--- src/rtl/uart_rx_pkt_ctrl.sv ---
// uart_rx_pkt_ctrl -- turns a UART byte stream into framed payload packets.
//
// Frame: SOF_BYTE, LEN, LEN payload bytes[, CHK]. The payload is buffered and
// released over a valid/ready stream only once the whole frame is accepted.
// Bad frames raise o_err for one cycle and bump a saturating error counter.
// Bytes that arrive while the buffer is draining are dropped, and each drop
// pulses o_overrun.
//
// Optional feature: define UART_RX_PKT_CHK_EN to require a trailing CHK byte.
// CHK is the XOR of LEN and all payload bytes. Without the macro the frame
// ends after the last payload byte.
//
// Ports:
//   i_clk, i_rst  clock, synchronous active-high reset
//   i_byte        received byte; i_byte_vld marks it valid for one cycle
//   o_data        payload byte; o_valid/i_ready handshake; o_last on final byte
//   o_err         one-cycle pulse, packet rejected
//   o_overrun     one-cycle pulse, byte dropped while draining
//   o_err_cnt     saturating count of rejected packets
//   o_busy        receiver is not idle
module uart_rx_pkt_ctrl #(
  parameter logic [7:0]  SOF_BYTE = 8'hA5,
  parameter int unsigned MAX_LEN  = 16
) (
  input  logic       i_clk,
  input  logic       i_rst,
  input  logic [7:0] i_byte,
  input  logic       i_byte_vld,
  output logic [7:0] o_data,
  output logic       o_valid,
  input  logic       i_ready,
  output logic       o_last,
  output logic       o_err,
  output logic       o_overrun,
  output logic [7:0] o_err_cnt,
  output logic       o_busy
);

  localparam int unsigned IW        = (MAX_LEN > 1) ? $clog2(MAX_LEN) : 1;
  localparam int unsigned DEPTH     = 2 ** IW;
  localparam logic [7:0]  MAX_LEN_B = 8'(MAX_LEN);

  typedef enum logic [2:0] {
    S_IDLE,
    S_LEN,
    S_PAYLOAD,
    S_CHK,
    S_DRAIN
  } state_t;

  state_t     state, state_n;
  logic [7:0] len;
  logic [7:0] wr_idx;
  logic [7:0] rd_idx;
  logic [7:0] buffer [DEPTH];
  logic       err_n;
  logic       overrun_n;
  logic       len_ok;
  logic       pay_last;
  logic       rd_last;
  logic       transfer;
`ifdef UART_RX_PKT_CHK_EN
  logic [7:0] xor_acc;
`endif

  assign len_ok   = (i_byte != 8'd0) && (i_byte <= MAX_LEN_B);
  assign pay_last = (wr_idx == len - 8'd1);
  assign rd_last  = (rd_idx == len - 8'd1);
  assign transfer = (state == S_DRAIN) && i_ready;

  always_comb begin
    state_n   = state;
    err_n     = 1'b0;
    overrun_n = 1'b0;
    unique case (state)
      S_IDLE: begin
        if (i_byte_vld && (i_byte == SOF_BYTE)) state_n = S_LEN;
      end
      S_LEN: begin
        if (i_byte_vld) begin
          if (len_ok) begin
            state_n = S_PAYLOAD;
          end else begin
            err_n   = 1'b1;
            state_n = S_IDLE;
          end
        end
      end
      S_PAYLOAD: begin
        if (i_byte_vld && pay_last) begin
`ifdef UART_RX_PKT_CHK_EN
          state_n = S_CHK;
`else
          state_n = S_DRAIN;
`endif
        end
      end
      S_CHK: begin
`ifdef UART_RX_PKT_CHK_EN
        if (i_byte_vld) begin
          if (i_byte == xor_acc) begin
            state_n = S_DRAIN;
          end else begin
            err_n   = 1'b1;
            state_n = S_IDLE;
          end
        end
`else
        state_n = S_IDLE;
`endif
      end
      S_DRAIN: begin
        // Every strobe here is lost, including one coinciding with the final
        // transfer, because the FSM only reaches IDLE on the next edge.
        overrun_n = i_byte_vld;
        if (transfer && rd_last) state_n = S_IDLE;
      end
      default: state_n = S_IDLE;
    endcase
  end

  always_ff @(posedge i_clk) begin
    if (i_rst) begin
      state     <= S_IDLE;
      len       <= '0;
      wr_idx    <= '0;
      rd_idx    <= '0;
      o_err     <= 1'b0;
      o_overrun <= 1'b0;
      o_err_cnt <= '0;
`ifdef UART_RX_PKT_CHK_EN
      xor_acc   <= '0;
`endif
    end else begin
      state     <= state_n;
      o_err     <= err_n;
      o_overrun <= overrun_n;
      if (err_n && (o_err_cnt != 8'hFF)) o_err_cnt <= o_err_cnt + 8'd1;
      if ((state == S_LEN) && i_byte_vld) begin
        len    <= i_byte;
        wr_idx <= '0;
        rd_idx <= '0;
`ifdef UART_RX_PKT_CHK_EN
        xor_acc <= i_byte;
`endif
      end
      if ((state == S_PAYLOAD) && i_byte_vld) begin
        wr_idx <= wr_idx + 8'd1;
`ifdef UART_RX_PKT_CHK_EN
        xor_acc <= xor_acc ^ i_byte;
`endif
      end
      if (transfer) rd_idx <= rd_idx + 8'd1;
    end
  end

  // Payload storage needs no reset; stale contents are never presented.
  always_ff @(posedge i_clk) begin
    if ((state == S_PAYLOAD) && i_byte_vld) buffer[wr_idx[IW-1:0]] <= i_byte;
  end

  assign o_valid = (state == S_DRAIN);
  assign o_data  = o_valid ? buffer[rd_idx[IW-1:0]] : '0;
  assign o_last  = o_valid && rd_last;
  assign o_busy  = (state != S_IDLE);

endmodule

--- config.mk ---
export PLATFORM = sky130hd
export DESIGN_NAME = uart_rx_pkt_ctrl
export DESIGN_NICKNAME = d
export VERILOG_FILES = /design/src/rtl/uart_rx_pkt_ctrl.sv
export SDC_FILE = /design/constraint.sdc
export NUM_CORES = 1
export LEC_CHECK = 0
export ABC_AREA = 1
export ABC_CLOCK_PERIOD_IN_PS = 1600
export CAP_MARGIN = 5
export CORE_AREA = 4 4 93 161
export CTS_CLUSTER_SIZE = 14
export DETAILED_ROUTE_END_ITERATION = 12
export DIE_AREA = 0 0 97 165
export MAX_ROUTING_LAYER = met4
export PLACE_DENSITY_LB_ADDON = 0.08
export SYNTH_ARGS = -nofsm -noshare
export SYNTH_HDL_FRONTEND = slang
export SYNTH_SLANG_ARGS = --single-unit
--- constraint.sdc ---
create_clock -name i_clk -period 1.6 [get_ports i_clk]
set_input_delay 0.32 -clock i_clk [delete_from_list [all_inputs] [get_ports i_clk]]
set_output_delay 0.32 -clock i_clk [all_outputs]
set_load 0.005 [all_outputs]
## Word-level counts from Yosys, hierarchy flattened

Memories as Yosys holds them, arrays and structs flattened. A register that Yosys moved wholly into a read port is not among the register bits.
Cells that the tools add are included.

| storage, ports and cells | value |
|---|---|
| bits in registers | 37 |
| RAM bits | 128 |
| output and inout bits | 21 |
| logic and storage cells | 58 |
| memories | 1 |

| operators by class | value |
|---|---|
| $add $sub $neg | 4 |
| order comparisons | 1 |
| equality and inequality tests | 11 |
| mux-type cells | 17 |
| bitwise operators | 1 |
| reductions and logical operators | 16 |

Memory list:

| name | words | bits a word | rd ports | clocked after memory_dff | wr ports | RTL line | source |
|---|---|---|---|---|---|---|---|
| buffer | 16 | 8 | 1 | 1 | 1 | 55 | `logic [7:0] buffer [DEPTH];` |

Operator list:

| cell | count |
|---|---|
| 8-bit two-way mux | 4 |
| 8-bit by 1-bit adder with 8-bit output, second input constant | 3 |
| 8-bit equality test | 2 |
| 3-bit two-way mux | 4 |
| 3-bit one-hot mux with 4 select lines | 1 |
| 1-bit logical AND | 9 |
| 8-bit equality test, second input constant | 1 |
| 8-bit by 5-bit <= comparator with 1-bit output, second input constant | 1 |
| 4-bit two-way mux | 2 |
| 8-bit != test, second input constant | 1 |
| 8-bit nonzero test | 1 |
| 8-bit by 1-bit subtractor with 8-bit output, second input constant | 1 |
| 2-bit != test, second input constant | 3 |
| 1-bit two-way mux | 5 |
| 4-bit AND reduction | 1 |
| 2-bit nonzero test | 2 |
| 3-bit by 1-bit equality test with 1-bit output, second input constant | 1 |
| 3-bit by 2-bit equality test with 1-bit output, second input constant | 1 |
| 3-bit equality test, second input constant | 1 |
| 3-bit zero test | 1 |
| 3-bit nonzero test | 1 |
| 2-bit two-way mux | 1 |
| 2-bit by 1-bit != test with 1-bit output, second input constant | 1 |
| 2-bit OR reduction | 1 |
| 1-bit inverter | 1 |

## Longest topological paths before layout

| logic depth | value |
|---|---|
| depth in word-level cells | 6 |
| depth in mapped cells | 14 |
| depth with buffers taken out | 14 |

## Worst setup path before layout

OpenSTA, ideal clock, no wires.

| path | value |
|---|---|
| path kind | reg-to-output |
| start point | register len[0] |
| end point | output o_last |
| data arrival time | 1,429 ps |
| data required time | 1,280 ps |
| path slack | -149 ps |
| stages on the path, launching flop included | 10 |
| path buffers | 0 |
| path through | dfxtp_1 inv_2 ha_1 xor2_1 nand2_1 nor2_1 nand3_1 nor2_1 nand3_1 nor2_1 |

| on the way | value |
|---|---|
| word-level cells in the longest chain between the ends | 3 |

Ends and longest elaborated chain:

| what | RTL line | source |
|---|---|---|
| start: declaration | 52 | `logic [7:0] len;` |
| start signal: assignment | 140 | `len <= i_byte;` |
| 8-bit by 1-bit subtractor with 8-bit output | 68 | `assign rd_last = (rd_idx == len - 8'd1);` |
| 8-bit equality test | 68 |  |
| 1-bit logical AND | 164 | `assign o_last = o_valid && rd_last;` |
| end: declaration | 32 | `output logic o_last,` |

No other way between the ends.

==> flow_summary.yaml <==
status:
  status: "complete, but fails checks"
  violations: "setup timing"
placement:
  globalplace.congestion: 0.9115
  pre_cts_ws_ps: -686.9
  io_buffers: 32
  hpwlAfterDp_um: 14730
timing:
  setup_viol: 139
  finalMaxSlewViolations: 0
  worst_pin_slew_ps: 420.8
  fmax_ghz: 0.4150
  whs_ps: 374.1
  fin_crit_sh_pct: 150.6
  relSlewSlack_pct: 71.65
  min_period_ps: 2409
  fin_tns_setup_ps: -15030
  setup_ws_ps: -809.4
  grt_setup_unrepaired: "true"
  finalHoldViolations: 0
  fin_skew_ps: 12.65
setup_path:
  cp_num_buf_inv: 4
  cp-start-kind: "register"
  ff2ff_setup_slack_ps: -360
  rr_startpoint: "len[1]"
  crit_chain: "inv_8, bufbuf_16, o21ai_0, o221ai_1, buf_4, nand3_4, a21oi_2, buf_2"
  cp-end-kind: "primary output"
  reg2reg_depth: 13
  critical-path-max-stage-delay_ps: 390
  cp_max_fo: 14
  crit_family: "buffers and inverters"
  crit_path_top_delay_cell: "dfxtp_4"
  r2r_end: "state[1]"
  crit_required_ps: 1280
  cp.arrival_ps: 2090
  worst-setup-path-type: "reg2out"
floorplanning:
  die_w_um: 97
  start_util_pct: 52.87
  die_y_um: 165
  dieArea_sq_um: 16010
  ios: 33
  core_area_sq_um: 13760
  rows: 57
synthesis:
  netlist_instances: 696
  syn-num-nets: 715
  yosysTopAreaCell: "edfxtp_1"
  syn_area_sq_um: 7277
  avgSynthCellArea_sq_um: 10.46
  synth_seq_cells: 169
  synth_top_area_share_pct: 52.82
  yosysSeqAreaShare_pct: 64.10
  synth_warnings: 0
  ys_top_cells_by_area: "edfxtp_1 (53%), dfxtp_1 (11%), nor2_1 (5.6%)"
  ys_types: 42
cts:
  clkSlewWorstSetupHoldPaths_ps: 70
  h-tree-depth: 4
  clock_sinks: 169
  clk_path_buf_depth: 2
  numCtsBuffers: 17
  cts_tree: "built"
  holdBufCountCts: 0
  clock_latency_ps: 430
  cts-root-buf: "clkbuf_16"
power:
  leakage_uw: 0.004033
  max-vdd-ir-drop_mv: 0.7793
  power_density_nw_per_um2: 859.5
detailed_routing:
  wl_per_cell_um: 23.22
  drt-pass1-iter-count: 5
  vias: 6623
  drt_iter0_drc: 565
  wl_um: 25290
  drc: 0
  drtAntennaViolNets: 0
  routed_via_density: 6.082
finish:
  final_cell_mix: "edfxtp_1 (128), buf_4 (125), nor2_1 (80)"
  final_common_cell: "edfxtp_1"
  drive_gt1_share_pct: 42.98
  nFillCells: 786
  area_growth_pct: 48.44
  fin_nets: 918
  antenna_cells: 0
job:
  drv_cap: 0
global_routing:
  antenna_found_initial: 0
  grt_max_degree: 19
  grt_overflow: 0
  grt_usage_pct: 29.90
  grt_pass1_vias: 6513
  grt_first_pass_wirelength_um: 35000
worst_hold_path:
  min_to: "buffer[10][3]"
  min-delay-start: "i_byte[3]"
  hold_path_depth: 1
  hold_class: "in2reg"
[layer usage]
| layer | global-route usage (%) | vias up | share of wire (%) |
|---|---|---|---|
| li1 | - | 2908 | - |
| met1 | 28.99 | 3197 | 31 |
| met2 | 53.71 | 371 | 53 |
| met3 | 5.199 | 147 | 6.2 |
| met4 | 20.96 | 0 | 9.2 |
| met5 | - | - | 0 |
[cells by family after synthesis]
| logic type | Yosys count | synth area share, % |
|---|---|---|
| simple gates | 254 | 15.13 |
| compound gates | 175 | 14.36 |
| xor+xnor | 7 | 0.8425 |
| buf+inv | 84 | 4.367 |
| flops | 169 | 64.10 |
| fa+ha+maj | 7 | 1.204 |
[layout make-up]
cell class	count	area, sq um	share of cell area [%]
clock inverters	15	182.7	1.691
multi-input cells	443	3047	28.21
well taps	177	221.5	2.050
inverters	57	231.5	2.143
flip-flops and latches	169	4690	43.41
repair buffers	211	2004	18.56
clock buffers	17	425.4	3.938
[metrics by stage]
stage / utilization (%) / instance area, sq um / power [uW] / instances
4_1_cts: 74.21 / 10210 / 9203 / 1076
5_1_grt: 78.47 / 10800 / 9504 / 1089
3_3_place_gp: 64.07 / 8818 / 5085 / 1015
2_1_floorplan: - / 7307 / 4894 / 696
3_5_place_dp: 64.07 / 8818 / 5093 / 1015
6_report: 78.47 / 10800 / 9284 / 1089
[worst max-delay path by stage]
stage / startpoint / to / slack (ps) / cells after the start
finish: register / o_data[3] / -810 / 8
floorplan: len[0] / o_last / -10 / 9
global route: register / o_data[3] / -880 / 9
global placement: len[1] / o_last / -640 / 10
CTS: register / o_data[1] / -730 / 9
detailed placement: len[0] / o_last / -690 / 11
[state kept, by name, summed over array words and instances (netlist names), named ones only]
register   cells
buffer       128
len            8
o_err_cnt      8
rd_idx         8
wr_idx         8
state          3
o_err          1
o_overrun      1
[cells in the mapped netlist, drive strengths merged]
cell and count:
edfxtp 128, nor2 115, o21ai 84, nand2 77, inv 54, dfxtp 41
nand3 40, a21oi 35, clkbuf 24, o221ai 23, o22ai 11, o211ai 9
nor3 8, ha 7, a211oi 6, nand4 6, xor2 6, buf 3
clkinv 3, nand3b 3, nor4 3, or2 2, a2111oi 1, a21boi 1
a221oi 1, a22oi 1, a311oi 1, o21a 1, o31ai 1, xnor2 1
[power by group]
group	switching [uW]	leakage, uW	internal [uW]	total (uW)
Sequential	9.96	0.00149	4710	4720
Combinational	217	0.00225	150	367
Clock	1950	0.000290	2240	4190
Total	2180	0.00403	7100	9280
[what timing repair did]
item,4_1_cts,5_1_grt
buffers inserted,23,21
resized for setup,200,129
setup endpoints to repair,165,167
cloned,6,0
hold endpoints to repair,0,0
pin swaps,55,63
(Power assumes the default switching activity.)
